### config.mk
export PLATFORM = sky130hd
export DESIGN_NAME = mac_arbiter
export DESIGN_NICKNAME = d
export VERILOG_FILES = /design/src/rtl/mac_pkg.sv /design/src/rtl/mac_lane_engine.sv /design/src/rtl/mac_arbiter.sv
export SDC_FILE = /design/constraint.sdc
export NUM_CORES = 1
export LEC_CHECK = 0
export CORE_MARGIN = 2
export CORE_UTILIZATION = 44
export CTS_CLUSTER_DIAMETER = 50
export CTS_CLUSTER_SIZE = 10
export DETAILED_ROUTE_END_ITERATION = 8
export PLACE_DENSITY = 0.78
export SYNTH_ARGS = -nofsm -noshare
export SYNTH_HDL_FRONTEND = slang
export SYNTH_HIERARCHICAL = 1
export SYNTH_SLANG_ARGS = --single-unit
export TNS_END_PERCENT = 20
### constraint.sdc
create_clock -name clk -period 4.8 [get_ports clk]
set_clock_uncertainty 0.15 [all_clocks]
set_input_delay 0.96 -clock clk [delete_from_list [all_inputs] [get_ports clk]]
set_output_delay 0.96 -clock clk [all_outputs]
set_load 0.01 [all_outputs]
### src/rtl/mac_pkg.sv
// Shared types and constants for the byte-serial MAC arbiter and its lane engine.
// Holds the FSM encoding, lane width and the default parameter widths.
package mac_pkg;

    localparam int LANE_W             = 8;
    localparam int DEF_NREQ           = 4;
    localparam int DEF_ATTR_WIDTH     = 24;
    localparam int DEF_RAM1_DATA_WIDTH = 24;
    localparam int DEF_ACC_WIDTH      = 20;

    typedef enum logic [1:0] {
        IDLE = 2'd0,
        MAC  = 2'd1,
        DONE = 2'd2
    } state_t;

    function automatic int nlane(input int width);
        return width / LANE_W;
    endfunction

endpackage

### src/rtl/mac_lane_engine.sv
// Byte-serial 8x8 multiply-accumulate: one lane product added per enabled cycle.
// Accumulator updates on the edge after en; clr has priority over en; no backpressure.
module mac_lane_engine
    import mac_pkg::*;
#(
    parameter int ATTR_WIDTH = DEF_ATTR_WIDTH,
    parameter int ACC_WIDTH  = DEF_ACC_WIDTH,
    parameter int LANE_IDX_W = 2
) (
    input  logic                  clk,
    input  logic                  rst_n,
    input  logic                  clr,
    input  logic                  en,
    input  logic [LANE_IDX_W-1:0] lane,
    input  logic [ATTR_WIDTH-1:0] attr,
    input  logic [ATTR_WIDTH-1:0] coeff,
    output logic [ACC_WIDTH-1:0]  acc
);

    localparam int PROD_W = 2 * LANE_W;
    localparam int SUM_W  = (ACC_WIDTH > PROD_W) ? ACC_WIDTH : PROD_W;

    logic [LANE_W-1:0]    w_attr_byte;
    logic [LANE_W-1:0]    w_coeff_byte;
    logic [PROD_W-1:0]    w_prod;
    logic [SUM_W-1:0]     w_sum;
    logic [ACC_WIDTH-1:0] r_acc;

    assign w_attr_byte  = attr[lane*LANE_W +: LANE_W];
    assign w_coeff_byte = coeff[lane*LANE_W +: LANE_W];
    assign w_prod       = PROD_W'(w_attr_byte) * PROD_W'(w_coeff_byte);

    // Sum is formed wide enough for one product; upper bits drop only for narrow ACC_WIDTH.
    assign w_sum = SUM_W'(r_acc) + SUM_W'(w_prod);

    always_ff @(posedge clk) begin
        if (!rst_n) begin
            r_acc <= '0;
        end else if (clr) begin
            r_acc <= '0;
        end else if (en) begin
            r_acc <= w_sum[ACC_WIDTH-1:0];
        end
    end

    assign acc = r_acc;

endmodule

### src/rtl/mac_arbiter.sv
// Round-robin share of one byte-serial MAC among NREQ requesters; result NLANE+1 cycles after grant.
// Holds DONE until rsp_ready, and no requester is granted while a result is pending.
module mac_arbiter
    import mac_pkg::*;
#(
    parameter int NREQ            = DEF_NREQ,
    parameter int ATTR_WIDTH      = DEF_ATTR_WIDTH,
    parameter int RAM1_DATA_WIDTH = DEF_RAM1_DATA_WIDTH,
    parameter int ACC_WIDTH       = DEF_ACC_WIDTH
) (
    input  logic                              clk,
    input  logic                              rst_n,
    input  logic [NREQ-1:0]                   req_valid,
    output logic [NREQ-1:0]                   req_ready,
    input  logic [NREQ*ATTR_WIDTH-1:0]        req_attr,
    input  logic [NREQ*RAM1_DATA_WIDTH-1:0]   req_coeff,
    output logic                              rsp_valid,
    input  logic                              rsp_ready,
    output logic [ACC_WIDTH-1:0]              rsp_data,
    output logic [$clog2(NREQ)-1:0]           rsp_id,
    output logic                              busy
);

    localparam int NLANE = nlane(ATTR_WIDTH);
    localparam int LIW   = (NLANE > 1) ? $clog2(NLANE) : 1;
    localparam int IDW   = $clog2(NREQ);

    state_t                     r_state;
    state_t                     w_state_nxt;
    logic [IDW-1:0]             r_rr_ptr;
    logic [IDW-1:0]             r_rsp_id;
    logic [LIW-1:0]             r_lane;
    logic [ATTR_WIDTH-1:0]      r_attr;
    logic [RAM1_DATA_WIDTH-1:0] r_coeff;
    logic                       w_any;
    logic [IDW-1:0]             w_gnt_idx;
    logic                       w_grant;
    logic [IDW-1:0]             w_rr_nxt;
    logic [ACC_WIDTH-1:0]       w_acc;

    // First valid requester at or above rr_ptr, wrapping at NREQ.
    always_comb begin
        int             v_idx;
        logic [IDW-1:0] v_sel;
        w_any     = 1'b0;
        w_gnt_idx = '0;
        v_idx     = 0;
        v_sel     = '0;
        for (int k = 0; k < NREQ; k++) begin
            v_idx = int'(r_rr_ptr) + k;
            if (v_idx >= NREQ) begin
                v_idx = v_idx - NREQ;
            end
            v_sel = IDW'(v_idx);
            if (!w_any && req_valid[v_sel]) begin
                w_any     = 1'b1;
                w_gnt_idx = v_sel;
            end
        end
    end

    assign w_grant  = (r_state == IDLE) && rst_n && w_any;
    assign w_rr_nxt = (w_gnt_idx == IDW'(NREQ - 1)) ? '0 : w_gnt_idx + IDW'(1);

    always_comb begin
        req_ready = '0;
        if (w_grant) begin
            req_ready[w_gnt_idx] = 1'b1;
        end
    end

    always_comb begin
        w_state_nxt = r_state;
        case (r_state)
            IDLE:    if (w_grant) w_state_nxt = MAC;
            MAC:     if (r_lane == '0) w_state_nxt = DONE;
            DONE:    if (rsp_ready) w_state_nxt = IDLE;
            default: w_state_nxt = IDLE;
        endcase
    end

    always_ff @(posedge clk) begin
        if (!rst_n) begin
            r_state  <= IDLE;
            r_rr_ptr <= '0;
            r_rsp_id <= '0;
            r_lane   <= '0;
            r_attr   <= '0;
            r_coeff  <= '0;
        end else begin
            r_state <= w_state_nxt;
            if (w_grant) begin
                r_attr   <= req_attr[w_gnt_idx*ATTR_WIDTH +: ATTR_WIDTH];
                r_coeff  <= req_coeff[w_gnt_idx*RAM1_DATA_WIDTH +: RAM1_DATA_WIDTH];
                r_rsp_id <= w_gnt_idx;
                r_rr_ptr <= w_rr_nxt;
                r_lane   <= LIW'(NLANE - 1);
            end else if (r_state == MAC) begin
                r_lane <= r_lane - LIW'(1);
            end
        end
    end

    mac_lane_engine #(
        .ATTR_WIDTH (ATTR_WIDTH),
        .ACC_WIDTH  (ACC_WIDTH),
        .LANE_IDX_W (LIW)
    ) u_engine (
        .clk   (clk),
        .rst_n (rst_n),
        .clr   (w_grant),
        .en    (r_state == MAC),
        .lane  (r_lane),
        .attr  (r_attr),
        .coeff (r_coeff),
        .acc   (w_acc)
    );

    // The accumulator is frozen outside MAC, so it doubles as the response register.
    assign rsp_data  = w_acc;
    assign rsp_id    = r_rsp_id;
    assign rsp_valid = (r_state == DONE);
    assign busy      = (r_state != IDLE);

endmodule

==> impl_metrics.csv <==
group,metric,value,unit
clocking,clock-sinks,76,
sta,report.final.slew_viol_count,0,
floorplanning,start_util,0.449,
clocking,hold_buffers,0,
sta,hold_viol_final,0,
yosys,synthCells,936,
drt,drt_iter0_drc,402,
drt,wire_per_inst,16.5,um
yosys,synth_top_area_cell,"dfxtp_1",
clocking,cts_tree,"yes",
worst_hold_path,hold_class,"reg2reg",
final_layout,antenna_cells,0,
floorplanning,rows,48,
clocking,clk_pin_slew,0.06,ns
yosys,syn_area_per_cell,8.27,um^2
sta,period_share,1.03,
yosys,yosysWarnings,6,
placed_design,hpwlAfterDp,18600,um
grt,grt_usage,0.263,
grt,grt_pass1_wl,38700,um
drt,dr.pass1.iters,5,
yosys,netlist_area,0.00774,mm^2
critical_path,crit_path_end_kind,"register",
final_layout,layout_commonest_cell,"clkdlybuf4s50_1",
critical_path,critPathKind,"reg2reg",
clocking,htreeDepth,3,
power_and_ir_drop,vdd_drop_max,0.000229,V
grt,grt_pass1_vias,7689,
drt,drc,0,
final_layout,final_net_count,1495,
yosys,ys_ff_latch,76,
sta,setup_violations,8,
final_layout,syn2layout_area_growth,45.5,%
critical_path,critPathMaxFanout,6,
final_layout,final_cells,1430,
placed_design,routabilityCongestion,0.884,
placed_design,dp.cells,1396,
critical_path,required,4.94,ns
floorplanning,ioPinCount,227,
run_status,status,"complete, but fails checks",
final_layout,fillers,1444,
power_and_ir_drop,p_leak,4.78,nW
floorplanning,die_w,137,um
clocking,cts_root_buf,"clkbuf_16",
drt,viasPerCell,5.30,
run,maxCapViolCount,0,
grt,antenna_found_initial,0,
yosys,synth_nets,1231,
yosys,synth_area_leaders,"dfxtp_1 (20%), fa_1 (13%), mux2i_1 (9.6%)",
sta,finalWorstSetupSlack,-0.132,ns
final_layout,drive_gt1_frac,0.152,
power_and_ir_drop,power_density,308,mW/mm^2
floorplanning,die_area,0.0187,mm^2
yosys,synth-edff-count,0,
yosys,ys.flop_type,"dfxtp_1",
critical_path,arrival,5.07,ns
power_and_ir_drop,finalPower,3.47,mW
drt,wl,23600,um
sta,finalCriticalPeriod,4.93,ns
yosys,async_reset_ff_frac,0,
sta,rsz0062_at_grt,"true",
drt,vias,7585,
yosys,synth_top_area_share,0.197,
floorplanning,die_h,137,um
placed_design,portBuffers,226,
worst_hold_path,min_from,"r_attr[1]",
final_layout,mostFrequentLayoutCells,"clkdlybuf4s50_1 (226), inv_1 (102), nand2_1 (90), buf_4 (74), dfxtp_1 (74)",
grt,gr-total-overflow,0,
drt,antenna_left,0,
sta,slew-limit-headroom,0.363,
sta,max_freq,0.203,GHz
critical_path,cp-startpoint,"r_lane[1]",
critical_path,regToRegStartpoint,"r_lane[1]",
sta,tns,-0.450,ns
clocking,numCtsBuffers,9,
floorplanning,core,0.0172,mm^2
yosys,yosysUniqueCellTypes,71,
yosys,yosysSeqAreaShare,0.197,
clocking,clock_latency,0.35,ns
run_status,failed_checks,"negative setup slack",
grt,grt_max_degree,96,
clocking,clockBufferDepth,2,
final_layout,final_core_util,0.653,
sta,timing_worst_slew_pin_value,0.952,ns
critical_path,startpoint_type,"register",
[kinds of logic after synthesis]
family / share of synthesized area
and+or+nand+nor: 0.192
AOI/OAI and AO/OA: 0.212
buffers and inverters: 0.0945
adders and majority gates: 0.204
DFF: 0.197
muxes: 0.0971
xor gates and xnor gates: 0.00453
[cell usage after synthesis, types with 8 or more instances]
| library cell | n |
|---|---|
| inv_1 | 107 |
| nand2_1 | 94 |
| dfxtp_1 | 76 |
| mux2i_1 | 74 |
| nor2_1 | 59 |
| o21ai_1 | 55 |
| nor3b_1 | 51 |
| o211ai_1 | 51 |
| fa_1 | 50 |
| o21a_1 | 50 |
| ha_1 | 46 |
| a21oi_1 | 27 |
| buf_2 | 21 |
| clkbuf_1 | 17 |
| buf_4 | 12 |
| nand3_1 | 12 |
| nand2b_1 | 10 |
| nor2b_1 | 10 |
| and3_1 | 9 |
| o21ai_0 | 8 |
[per-stage QoR]
| step | hold WS [ns] | cell area [um^2] | setup slack, ns |
|---|---|---|---|
| finish | 0.319 | 11300 | -0.132 |
| floorplan | 0.292 | 7880 | 0.00214 |
| CTS | 0.325 | 11100 | -0.0183 |
| global route | 0.348 | 11300 | -0.312 |
| global placement | 0.305 | 10600 | -0.0705 |
| detailed placement | 0.310 | 10600 | -0.194 |
[cell type report]
| class | instances | area [um^2] | area share |
|---|---|---|---|
| multi-input cells | 692 | 5810 | 0.516 |
| flip-flops and latches | 76 | 1530 | 0.136 |
| repair buffers | 309 | 2930 | 0.260 |
| clock inverters | 5 | 41.3 | 0.00367 |
| inverters | 112 | 420 | 0.0373 |
| clock buffers | 11 | 253 | 0.0224 |
| well taps | 225 | 282 | 0.0250 |
[registers in the layout, indices dropped and copies added, names as in the netlist]
| register | flops |
|---|---|
| r_rr_ptr | 2 |
| rsp_id | 2 |
| r_attr | 24 |
| r_lane | 2 |
| u_engine/acc | 20 |
| r_coeff | 24 |
| r_state | 2 |
[worst paths after layout]
check	endpoint	slack [ns]	cells past startpoint
worst max register to register	u_engine/acc[12]	-0.13	18
worst min-delay path	r_attr[1]	0.32	2
worst min register to register	r_attr[1]	0.32	2
worst max-delay path	u_engine/acc[12]	-0.13	18
[repair_timing]
item                       in CTS  in global routing
gates resized for setup        31                 28
buffers inserted               12                  6
setup endpoints to repair      11                 12
cloned                          2                  0
pin swaps                      27                 27
[metal layers]
layer / vias up / routed length [um] / GRT usage / part of all wire
met2: 240 / 11800 / 0.462 / 0.50
met4: 0 / 385 / 0.0590 / 0.016
met1: 3568 / 10100 / 0.329 / 0.43
li1: 3747 / - / - / -
met5: - / 0 / 0 / 0
met3: 30 / 1330 / 0.0581 / 0.056
[power by group]
| group | internal, mW | switching (mW) | leakage, nW |
|---|---|---|---|
| clock network | 0.384 | 0.288 | 0.139 |
| registers | 0.749 | 0.0964 | 0.625 |
| logic | 0.972 | 0.980 | 4.01 |
| total | 2.11 | 1.36 | 4.78 |
[critical path, cell delays in order (launching register included)]
cell and delay [ns]:
dfxtp_4 0.42, buf_12 0.14, mux2i_1 0.20, nor2_1 0.09, a21oi_2 0.20, buf_4 0.16
buf_4 0.09, nor2_1 0.05, fa_1 0.44, fa_1 0.51, fa_1 0.49, inv_1 0.05
fa_1 0.49, inv_2 0.05, ha_4 0.31, nand4_1 0.21, a21bo_1 0.28, or4_1 0.47
nand3_1 0.09
Note: power is estimated with default switching activity, not from simulation.
==> patch, RTL diff (config.mk and constraints unchanged) <==
Make the reset (`rst_n`) asynchronous in 2 clocked blocks.
--- a/src/rtl/mac_lane_engine.sv
+++ b/src/rtl/mac_lane_engine.sv
@@ -33,7 +33,7 @@
     // Sum is formed wide enough for one product; upper bits drop only for narrow ACC_WIDTH.
     assign w_sum = SUM_W'(r_acc) + SUM_W'(w_prod);
 
-    always_ff @(posedge clk) begin
+    always_ff @(posedge clk or negedge rst_n) begin
         if (!rst_n) begin
             r_acc <= '0;
         end else if (clr) begin
--- a/src/rtl/mac_arbiter.sv
+++ b/src/rtl/mac_arbiter.sv
@@ -79,7 +79,7 @@
         endcase
     end
 
-    always_ff @(posedge clk) begin
+    always_ff @(posedge clk or negedge rst_n) begin
         if (!rst_n) begin
             r_state  <= IDLE;
             r_rr_ptr <= '0;
Behaviour: not the same (a bounded check fails within 4 cycles, from zero or initial values and one cycle with rst_n low; the reset may be asserted at any time).
==> patch against the original RTL <==
The run still ends with negative setup slack left. Sequential cell count did not move. Area after synthesis down 2.3%. Worst setup slack worse by 0.15 ns. Non-clock buffer count decreased by 4. Cell area fell by 1.7%. Cell count shrank 7.8%. Routed wire length is 3.7% lower. Critical path type unchanged. Highest routed layer unchanged.
Power is not compared: it rests on default switching activity, and its combinational part moved more than twofold at a synthesized area within 25%.
==> patch: results (changes against the original RTL) <==
- Outcome: finished with violations (unchanged)
- Synth warn: 6 (unchanged)
- Count of final setup violators: 11 (was 8)
- Non-Filler Instances: 1,318 (was 1,430)
- GR Util met1: 0.3177 (was 0.3286)
- Share of cells above drive strength 1: 0.1550 (was 0.1519)
- Worst Path Max Fanout: 8 (was 6)
- Seq/Total Area, Yosys: 0.2515 (was 0.1965)
- Initial antenna violation count: 1 (was 0)
- Post-Synthesis Cells: 819 (was 936)
- M3 GR Usage: 0.04767 (was 0.05815)
- XOR/XNOR share of the synthesized area: 0.004633 (was 0.004525)
- Setup TNS: -1.940 ns (was -0.4504 ns)
- Post-Route WL: 22.77 mm (was 23.64 mm)
- Critical Path Max Stage Delay: 0.55 ns (was 0.51 ns)
- Worst Setup SP: r_lane[1]$_DFFE_PN0P_ (was r_lane[1]$_SDFFE_PN0P_)
- Vias: 7,050 (was 7,585)
- Vias in the first global route: 7,300 (was 7,689)
- Worst-Margin Slew: 0.6814 ns (was 0.9518 ns)
- Mux contribution to synthesized area: 0.1620 (was 0.09712)
- Placer Congestion: 0.9345 (was 0.8843)
- WP data arrival: 5.17 ns (was 5.07 ns)
- Total Routing Usage GR: 0.2560 (was 0.2631)
- Synth Area in Compound Gates: 0.1476 (was 0.2115)
- DR WL met2: 11.67 mm (was 11.82 mm)
- Post-Synth Adder-Cell Area: 0.2085 (was 0.2036)
- DPL Wire Length: 18.38 mm (was 18.56 mm)
- Top cells by area, synth: dfrtp_1 25%, mux2i_1 16%, fa_1 13%, ha_1 7.6%, inv_1 5.5% (was dfxtp_1 20%, fa_1 13%, mux2i_1 9.6%, ha_1 7.4%, inv_1 5.2%)
- Commonest cells in the netlist: 119 x mux2i_1, 111 x inv_1, 85 x nand2_1, 76 x dfrtp_1, 61 x nor2_1 (was 107 x inv_1, 94 x nand2_1, 76 x dfxtp_1, 74 x mux2i_1, 59 x nor2_1)
- Synthesized net count: 1,114 (was 1,231)
- FILL cells: 1,352 (was 1,444)
- Pin count of the biggest net entering global routing: 94 (was 96)
- Met3 WL: 1.288 mm (was 1.332 mm)
- Min-delay src: rsp_id[0]$_DFFE_PN0P_ (was r_attr[1]$_SDFFE_PN0P_)
- Setup slack after layout: -0.2820 ns (was -0.1317 ns)
- Failing checks: negative setup slack (unchanged)
patch: repair_timing:
item | CTS | global route
pin swaps | 8 | 2
endpoints found under the setup margin | 12 | 12
setup buffers | 5 | 1
endpoints found under the hold margin | 0 | 0
cloned | 0 | 0
resized for setup | 10 | 4
patch: area by class of cell:
cell class                 count  area [um2]  share of cell area
inverter                     112       420.4             0.03795
antenna                        1       2.502           0.0002259
timing repair buffer         305        2885              0.2605
clock buffer                   9       225.2             0.02033
multi-input combinational    588        5293              0.4778
sequential                    76        1902              0.1717
clock inverter                 7       73.82            0.006664
tap                          220       275.3             0.02485
patch: final timing paths:
| check | end | slack, ns | depth (start not counted) |
|---|---|---|---|
| worst max-delay path | u_engine/acc[18]$_DFFE_PN0P_ | -0.28 | 19 |
| worst min-delay path | rsp_id[0]$_DFFE_PN0P_ | 0.33 | 2 |
| worst max register to register | u_engine/acc[18]$_DFFE_PN0P_ | -0.28 | 19 |
| worst min register to register | rsp_id[0]$_DFFE_PN0P_ | 0.33 | 2 |
| max in group asynchronous | r_lane[0]$_DFFE_PN0P_ | 3.03 | 3 |
| min in group asynchronous | u_engine/acc[14]$_DFFE_PN0P_ | 0.52 | 2 |
patch: stage by stage:
stage | area (um2) | hold slack (ns) | worst slack, ns
6_report | 11080 | 0.3320 | -0.2820
5_1_grt | 11080 | 0.3597 | -0.4893
4_1_cts | 11050 | 0.3342 | -0.2534
3_5_place_dp | 10670 | 0.3207 | -0.2814
3_3_place_gp | 10670 | 0.3118 | -0.1851
2_1_floorplan | 7794 | 0.2777 | -0.1205
patch: logic make-up after synthesis:
group / Yosys count
xor+xnor: 4
compound gates: 141
simple gates: 225
mux: 122
flops: 76
fa+ha+maj: 96
buf+inv: 155
